<file path="config.mk">
export PLATFORM = sky130hd
export DESIGN_NAME = sa_input_loader_flat
export DESIGN_NICKNAME = d
export VERILOG_FILES = /design/src/rtl/sa_input_loader_if.sv /design/src/rtl/sa_input_loader.sv /design/src/flat_wrapper.sv
export SDC_FILE = /design/constraint.sdc
export NUM_CORES = 1
export LEC_CHECK = 0
export BUFFER_PORTS_ARGS = -buffer_cell sky130_fd_sc_hd__buf_2
export CORE_MARGIN = 1.5
export CORE_UTILIZATION = 37
export DETAILED_ROUTE_END_ITERATION = 10
export GPL_ROUTABILITY_DRIVEN = 1
export MAX_ROUTING_LAYER = met4
export PLACE_DENSITY = 0.64
export SETUP_SLACK_MARGIN = 0.5
export SLEW_MARGIN = 10
export SYNTH_ARGS = -nofsm -noshare
export SYNTH_HDL_FRONTEND = slang
export SYNTH_SLANG_ARGS = --single-unit
</file>
<file path="constraint.sdc">
create_clock -name clk -period 5.62 [get_ports clk]
set_clock_uncertainty 0.05 [all_clocks]
set_input_delay 0.281 -clock clk [delete_from_list [all_inputs] [get_ports clk]]
set_output_delay 0.281 -clock clk [all_outputs]
set_load 0.01 [all_outputs]
</file>
<file path="src/rtl/sa_input_loader_if.sv">
// sa_input_loader_if: bundles the loader's control handshake, BRAM read port and
// per-lane FIFO write port.
//   control : start_i, base_addr_i -> busy_o, done_o
//   BRAM    : mem_ce_o, mem_addr_o -> mem_q_i (one-cycle read latency)
//   FIFOs   : fifo_afull_i -> wren_o, wdata_o (lane i at MSB-first slice i)
// master is the loader side; slave is the environment (controller, BRAM, FIFOs).
interface sa_input_loader_if #(
  parameter int unsigned FIFO_DATA_WIDTH = 8,
  parameter int unsigned PE_SIZE         = 16,
  parameter int unsigned MEM_ADDR_WIDTH  = 10,
  parameter int unsigned MEM_DATA_WIDTH  = 128
);
  logic                                 start_i;
  logic [MEM_ADDR_WIDTH-1:0]            base_addr_i;
  logic                                 busy_o;
  logic                                 done_o;
  logic                                 mem_ce_o;
  logic [MEM_ADDR_WIDTH-1:0]            mem_addr_o;
  logic [MEM_DATA_WIDTH-1:0]            mem_q_i;
  logic [PE_SIZE-1:0]                   fifo_afull_i;
  logic [PE_SIZE-1:0]                   wren_o;
  logic [FIFO_DATA_WIDTH*PE_SIZE-1:0]   wdata_o;

  modport master (
    input  start_i, base_addr_i, mem_q_i, fifo_afull_i,
    output busy_o, done_o, mem_ce_o, mem_addr_o, wren_o, wdata_o
  );

  modport slave (
    output start_i, base_addr_i, mem_q_i, fifo_afull_i,
    input  busy_o, done_o, mem_ce_o, mem_addr_o, wren_o, wdata_o
  );
endinterface

</file>
<file path="src/rtl/sa_input_loader.sv">
// sa_input_loader: reads ROWS words from BRAM starting at a captured base address
// and streams them into PE_SIZE per-lane FIFOs, lane i delayed by i cycles so the
// systolic array sees a diagonal wavefront.
//   clk, rst_n : clock, asynchronous active-low reset
//   bus        : sa_input_loader_if.master (control, BRAM read port, FIFO write port)
// MEM_DATA_WIDTH must equal FIFO_DATA_WIDTH*PE_SIZE. Almost-full only gates new
// reads; the skew pipeline never stalls, so FIFOs need PE_SIZE+1 spare entries.
module sa_input_loader #(
  parameter int unsigned FIFO_DATA_WIDTH = 8,
  parameter int unsigned PE_SIZE         = 16,
  parameter int unsigned MEM_ADDR_WIDTH  = 10,
  parameter int unsigned MEM_DATA_WIDTH  = 128,
  parameter int unsigned ROWS            = 64
) (
  input  logic                 clk,
  input  logic                 rst_n,
  sa_input_loader_if.master    bus
);
  localparam int unsigned CntW = (ROWS > 1) ? $clog2(ROWS) : 1;
  localparam int unsigned DrnW = $clog2(PE_SIZE + 1);

  typedef enum logic [1:0] {StIdle, StRead, StDrain} state_e;

  state_e                    state_d, state_q;
  logic [MEM_ADDR_WIDTH-1:0] base_d, base_q;
  logic [CntW-1:0]           rd_cnt_d, rd_cnt_q;
  logic [DrnW-1:0]           drn_cnt_d, drn_cnt_q;
  logic                      done_d, done_q;
  logic                      rd_issue;
  // High in the cycle BRAM data for an issued read is on mem_q_i.
  logic                      rd_pend_q;

  logic [PE_SIZE-1:0]        wren;
  logic [MEM_DATA_WIDTH-1:0] wdata;

  always_comb begin
    state_d   = state_q;
    base_d    = base_q;
    rd_cnt_d  = rd_cnt_q;
    drn_cnt_d = drn_cnt_q;
    done_d    = 1'b0;
    rd_issue  = 1'b0;
    case (state_q)
      StIdle: begin
        if (bus.start_i) begin
          base_d   = bus.base_addr_i;
          rd_cnt_d = '0;
          state_d  = StRead;
        end
      end
      StRead: begin
        if (~|bus.fifo_afull_i) begin
          rd_issue = 1'b1;
          if (rd_cnt_q == CntW'(ROWS - 1)) begin
            drn_cnt_d = '0;
            state_d   = StDrain;
          end else begin
            rd_cnt_d = rd_cnt_q + 1'b1;
          end
        end
      end
      StDrain: begin
        // PE_SIZE+1 cycles lets the last word clear the deepest lane.
        if (drn_cnt_q == DrnW'(PE_SIZE)) begin
          done_d  = 1'b1;
          state_d = StIdle;
        end else begin
          drn_cnt_d = drn_cnt_q + 1'b1;
        end
      end
      default: state_d = StIdle;
    endcase
  end

  always_ff @(posedge clk or negedge rst_n) begin
    if (!rst_n) begin
      state_q   <= StIdle;
      base_q    <= '0;
      rd_cnt_q  <= '0;
      drn_cnt_q <= '0;
      done_q    <= 1'b0;
      rd_pend_q <= 1'b0;
    end else begin
      state_q   <= state_d;
      base_q    <= base_d;
      rd_cnt_q  <= rd_cnt_d;
      drn_cnt_q <= drn_cnt_d;
      done_q    <= done_d;
      rd_pend_q <= rd_issue;
    end
  end

  // Per-lane skew: stage 0 captures the BRAM word, lane i adds i more stages.
  // Data registers load only with valid, so idle lanes hold their last value.
  for (genvar i = 0; i < PE_SIZE; i++) begin : g_lane
    logic [i:0]                 vld_d, vld_q;
    logic [FIFO_DATA_WIDTH-1:0] dat_d [i+1];
    logic [FIFO_DATA_WIDTH-1:0] dat_q [i+1];

    always_comb begin
      vld_d[0] = rd_pend_q;
      dat_d[0] = rd_pend_q ? bus.mem_q_i[MEM_DATA_WIDTH-1-i*FIFO_DATA_WIDTH -: FIFO_DATA_WIDTH]
                           : dat_q[0];
      for (int j = 1; j <= i; j++) begin
        vld_d[j] = vld_q[j-1];
        dat_d[j] = vld_q[j-1] ? dat_q[j-1] : dat_q[j];
      end
    end

    always_ff @(posedge clk or negedge rst_n) begin
      if (!rst_n) begin
        vld_q <= '0;
        for (int j = 0; j <= i; j++) dat_q[j] <= '0;
      end else begin
        vld_q <= vld_d;
        dat_q <= dat_d;
      end
    end

    assign wren[i] = vld_q[i];
    assign wdata[MEM_DATA_WIDTH-1-i*FIFO_DATA_WIDTH -: FIFO_DATA_WIDTH] = dat_q[i];
  end

  assign bus.mem_ce_o   = rd_issue;
  assign bus.mem_addr_o = base_q + MEM_ADDR_WIDTH'(rd_cnt_q);
  assign bus.wren_o     = wren;
  assign bus.wdata_o    = wdata;
  assign bus.busy_o     = (state_q != StIdle);
  assign bus.done_o     = done_q;
endmodule

</file>
<file path="src/flat_wrapper.sv">
// flat-port wrapper written by rule: the top's interface ports become plain ports
module sa_input_loader_flat 
#(
  parameter int unsigned FIFO_DATA_WIDTH = 8,
  parameter int unsigned PE_SIZE         = 16,
  parameter int unsigned MEM_ADDR_WIDTH  = 10,
  parameter int unsigned MEM_DATA_WIDTH  = 128,
  parameter int unsigned ROWS            = 64
)
  (clk, rst_n, bus_start_i, bus_base_addr_i, bus_mem_q_i, bus_fifo_afull_i, bus_busy_o, bus_done_o, bus_mem_ce_o, bus_mem_addr_o, bus_wren_o, bus_wdata_o);
  sa_input_loader_if #(.FIFO_DATA_WIDTH(FIFO_DATA_WIDTH), .PE_SIZE(PE_SIZE), .MEM_ADDR_WIDTH(MEM_ADDR_WIDTH), .MEM_DATA_WIDTH(MEM_DATA_WIDTH)) bus_i ();
  input  logic clk;
  input  logic rst_n;
  input wire logic [$bits(bus_i.start_i)-1:0] bus_start_i;
  input wire logic [$bits(bus_i.base_addr_i)-1:0] bus_base_addr_i;
  input wire logic [$bits(bus_i.mem_q_i)-1:0] bus_mem_q_i;
  input wire logic [$bits(bus_i.fifo_afull_i)-1:0] bus_fifo_afull_i;
  output wire logic [$bits(bus_i.busy_o)-1:0] bus_busy_o;
  output wire logic [$bits(bus_i.done_o)-1:0] bus_done_o;
  output wire logic [$bits(bus_i.mem_ce_o)-1:0] bus_mem_ce_o;
  output wire logic [$bits(bus_i.mem_addr_o)-1:0] bus_mem_addr_o;
  output wire logic [$bits(bus_i.wren_o)-1:0] bus_wren_o;
  output wire logic [$bits(bus_i.wdata_o)-1:0] bus_wdata_o;
  assign bus_i.start_i = bus_start_i;
  assign bus_i.base_addr_i = bus_base_addr_i;
  assign bus_i.mem_q_i = bus_mem_q_i;
  assign bus_i.fifo_afull_i = bus_fifo_afull_i;
  assign bus_busy_o = bus_i.busy_o;
  assign bus_done_o = bus_i.done_o;
  assign bus_mem_ce_o = bus_i.mem_ce_o;
  assign bus_mem_addr_o = bus_i.mem_addr_o;
  assign bus_wren_o = bus_i.wren_o;
  assign bus_wdata_o = bus_i.wdata_o;
  sa_input_loader #(.FIFO_DATA_WIDTH(FIFO_DATA_WIDTH), .PE_SIZE(PE_SIZE), .MEM_ADDR_WIDTH(MEM_ADDR_WIDTH), .MEM_DATA_WIDTH(MEM_DATA_WIDTH), .ROWS(ROWS)) u_core (.clk(clk), .rst_n(rst_n), .bus(bus_i));
endmodule
</file>
==> metrics.md <==
| Metric | Value |
|---|---|
| Total GRT Usage | 14.5% |
| Post-route ant nets | 0 |
| Max-slew violation count | 0 |
| Pwr per Cell Area | 324 nW/um^2 |
| Hold WS | 0.0927 ns |
| Final Instance Area | 50,900 sq um |
| Area of the multi-input gates | 13,200 sq um |
| First-pass GRT wire length | 132,000 um |
| Routed wire length | 81,400 um |
| Worst setup margin | 2.33 ns |
| Ys async rst share | 100% |
| RSZ-0062 raised after global routing | no |
| Avg Inst Size Synth | 16.6 sq um |
| Mapped Area | 42,900 sq um |
| Worst slew pin tran | 1.14 ns |
| Worst setup path start | bus_fifo_afull_i[6] |
| DP HPWL | 48,900 um |
| Num Clock Sinks | 1,129 |
| Clock Path Buffers | 3 |
| Critical R2R Launch | u_core.g_lane[2].vld_q[1]$_DFF_PN0_ |
| Worst Setup EP | bus_mem_ce_o |
| IO Pins | 314 |
| Endpoints failing setup | 0 |
| Synth unique cells | 45 |
| Pin count of the biggest net entering global routing | 164 |
| Starting Density | 37.4% |
| Number of global-route vias before repair | 22,700 |
| Root Buffer | clkbuf_16 |
| R2r setup slk | 3.13 ns |
| Reg area | 28,300 sq um |
| Worst reg2reg path endpoint | u_core.g_lane[12].dat_q[85]$_DFFE_PN0P_ |
| Worst Hold Class | in2reg |
| Setup Crit Path Kind | in2out |
| Post-synthesis register bit count | 1,129 |
| Die W | 344 um |
| Crit share post-route | 58.6% |
| Tmin final | 3.29 ns |
| Synth Instances | 2,588 |
| Number of flops mapped to enable cells by yosys | 0 |
| Die ar. | 118,000 sq um |
| Global route overflow | 0 |
| Routability cong. | 0.746 |
| Max IR drop VDD | 0.327 mV |
| Layout Nets | 3,121 |
| Fillers | 10,100 |
| Row count | 124 |
| Max H-tree Level | 3 |
| R2R depth | 2 |
| Pre-CTS setup slack | 3.04 ns |
| Core Area | 115,000 sq um |
| DP Area | 45,300 sq um |
| CP Launch Type | input port |
| CTS Buf Count | 118 |
| Seq/Total Area, Yosys | 65.8% |
| Clk slew on worst S/H paths | 0.06 ns |
| DRC | 0 |
| Slew headroom | 24.2% |
| Via density | 4.72 |
| Highest Clock Rate | 304 MHz |
| Initial antenna violation count | 10 |
| Area Growth Syn to Fin | 18.5% |
| Arrival @ worst endpoint | 2.96 ns |
| Post-synth top flop | dfrtp_1 |
| CTS resizes | 0 |
| TritonRoute pass-1 iters | 4 |
| Number of max-cap violations | 0 |
| Leak Pwr | 26.1 nW |
| Fraction of layout cells with a size suffix above 1 | 54.3% |
| Mean routed wirelength per cell | 17.8 um |
| Vias | 21,600 |
| Setup TNS | 0 ns |
| Final hold vios | 0 |
| CP required | 5.29 ns |
| Worst-Skew Late Latency | 0.71 ns |
| 1st-iter DRT viols | 976 |
| Post-layout util | 44.4% |
| Synthesized net count | 2,755 |
| I/O Buffers | 313 |
| Crit-path max FO | 5 |
| Worst setup EP type | output pin |
| TritonCTS clock tree | done |
| Status | finished clean |
| Die height | 344 um |
| Synthesis Warnings | 0 |
## routing by layer
layer	up-vias	GRT usage [%]	wire (um)
li1	9792	-	-
met1	11400	19.6	38300
met2	331	22.0	37500
met3	142	3.21	3790
met4	0	4.28	1890
met5	-	-	0
## worst max-delay path: stages
cell and delay [ns]:
dlygate4sd3_1 0.54, buf_2 0.14, nor4_4 0.14, dlygate4sd3_1 0.65, nand4_4 0.12, dlygate4sd3_1 0.65, nor2_1 0.25, buf_2 0.20
## cells by family (layout without fill, tap and decap cells)
| kind of cell | count (synthesis) | count (layout) | share of synthesized area (%) |
|---|---|---|---|
| flops | 1129 | 1129 | 65.8 |
| compound gates | 33 | 33 | 0.525 |
| other cells | 0 | 7 | 0 |
| buf+inv | 252 | 721 | 3.50 |
| fa+ha+maj | 10 | 10 | 0.309 |
| mux | 1097 | 1097 | 28.8 |
| xor+xnor | 5 | 5 | 0.102 |
| simple gates | 62 | 62 | 0.973 |
## timing repair
action	in CTS	in global routing
hold endpoints to repair	235	0
hold buffers	148	0
buffers inserted	0	0
## Yosys cell counts, types with 6 or more instances
cell / instances / share of area, %
nor2_1: 6 / 0.052
ha_1: 9 / 0.26
nand3_1: 7 / 0.082
inv_1: 9 / 0.079
o21ai_0: 6 / 0.070
buf_2: 83 / 0.97
clkbuf_1: 26 / 0.23
dfrtp_1: 1129 / 66
a21oi_1: 6 / 0.070
nand2_1: 16 / 0.14
buf_4: 121 / 2.1
buf_1: 13 / 0.11
mux2_2: 1097 / 29
## layout by cell type, fill, tap and decap left out, types with 4 or more instances in the layout
master            n
clkinv_2         22
nand2b_1          4
clkinv_16         4
buf_2           312
mux2_2         1097
or2_2             4
a21oi_1           6
ha_1              9
nand2_1          16
bufinv_16         8
o211ai_1          4
nand3_1           7
clkinvlp_4        5
clkbuf_16       118
clkbuf_8         34
nor4_4            4
nor2_1            6
clkbuf_1         24
buf_4            22
dfrtp_2           4
dfrtp_1        1116
diode_2           7
inv_1             9
buf_12            6
dlygate4sd3_1   148
o21ai_0           6
dfrtp_4           9
## per-stage QoR
stage	power (mW)	instances
after global routing	17.1	4576
final	16.5	4576
after floorplan	8.33	2588
after detailed placement	8.59	4198
after global placement	8.59	4198
after CTS	16.8	4569
## worst min-delay path by stage
| stage | from | to | slack, ns | cells after the start |
|---|---|---|---|---|
| after floorplan | rst_n | u_core.base_q[0]$_DFFE_PN0P_ | -0.06 | 0 |
| after global placement | rst_n | u_core.bus.wdata_o[41]$_DFFE_PN0P_ | 0.40 | 1 |
| after detailed placement | rst_n | u_core.bus.wdata_o[48]$_DFFE_PN0P_ | 0.40 | 1 |
| after CTS | bus_start_i | u_core.state_q[0]$_DFFE_PN0P_ | 0.04 | 3 |
| after global routing | bus_fifo_afull_i[2] | u_core.state_q[0]$_DFFE_PN0P_ | 0.08 | 4 |
| final | bus_fifo_afull_i[2] | u_core.state_q[0]$_DFFE_PN0P_ | 0.09 | 4 |
## where the power goes
group / switching [mW] / internal, mW / total, mW
clock network: 3.27 / 4.72 / 7.98
logic: 0.223 / 0.138 / 0.361
registers: 0.00729 / 8.14 / 8.15
## final cells by class
cell class                 count  area share, %
multi-input combinational   1207           25.9
sequential                  1129           55.6
antenna                        7         0.0344
tap                         1512           3.72
timing repair buffer         489           6.57
clock buffer                 176           6.90
inverter                       9         0.0664
clock inverter                47           1.20
## flip-flops by register name, summed over array words and instances, names as in the netlist
signal / cells
u_core.state_q: 2
u_core.rd_cnt_q: 6
u_core.g_lane.vld_q: 16
u_core.bus.wdata_o: 120
u_core.g_lane.vld_d: 1
u_core.bus.done_o: 1
u_core.g_lane.dat_q: 968
u_core.drn_cnt_q: 5
u_core.base_q: 10
(Power assumes the default switching activity.)
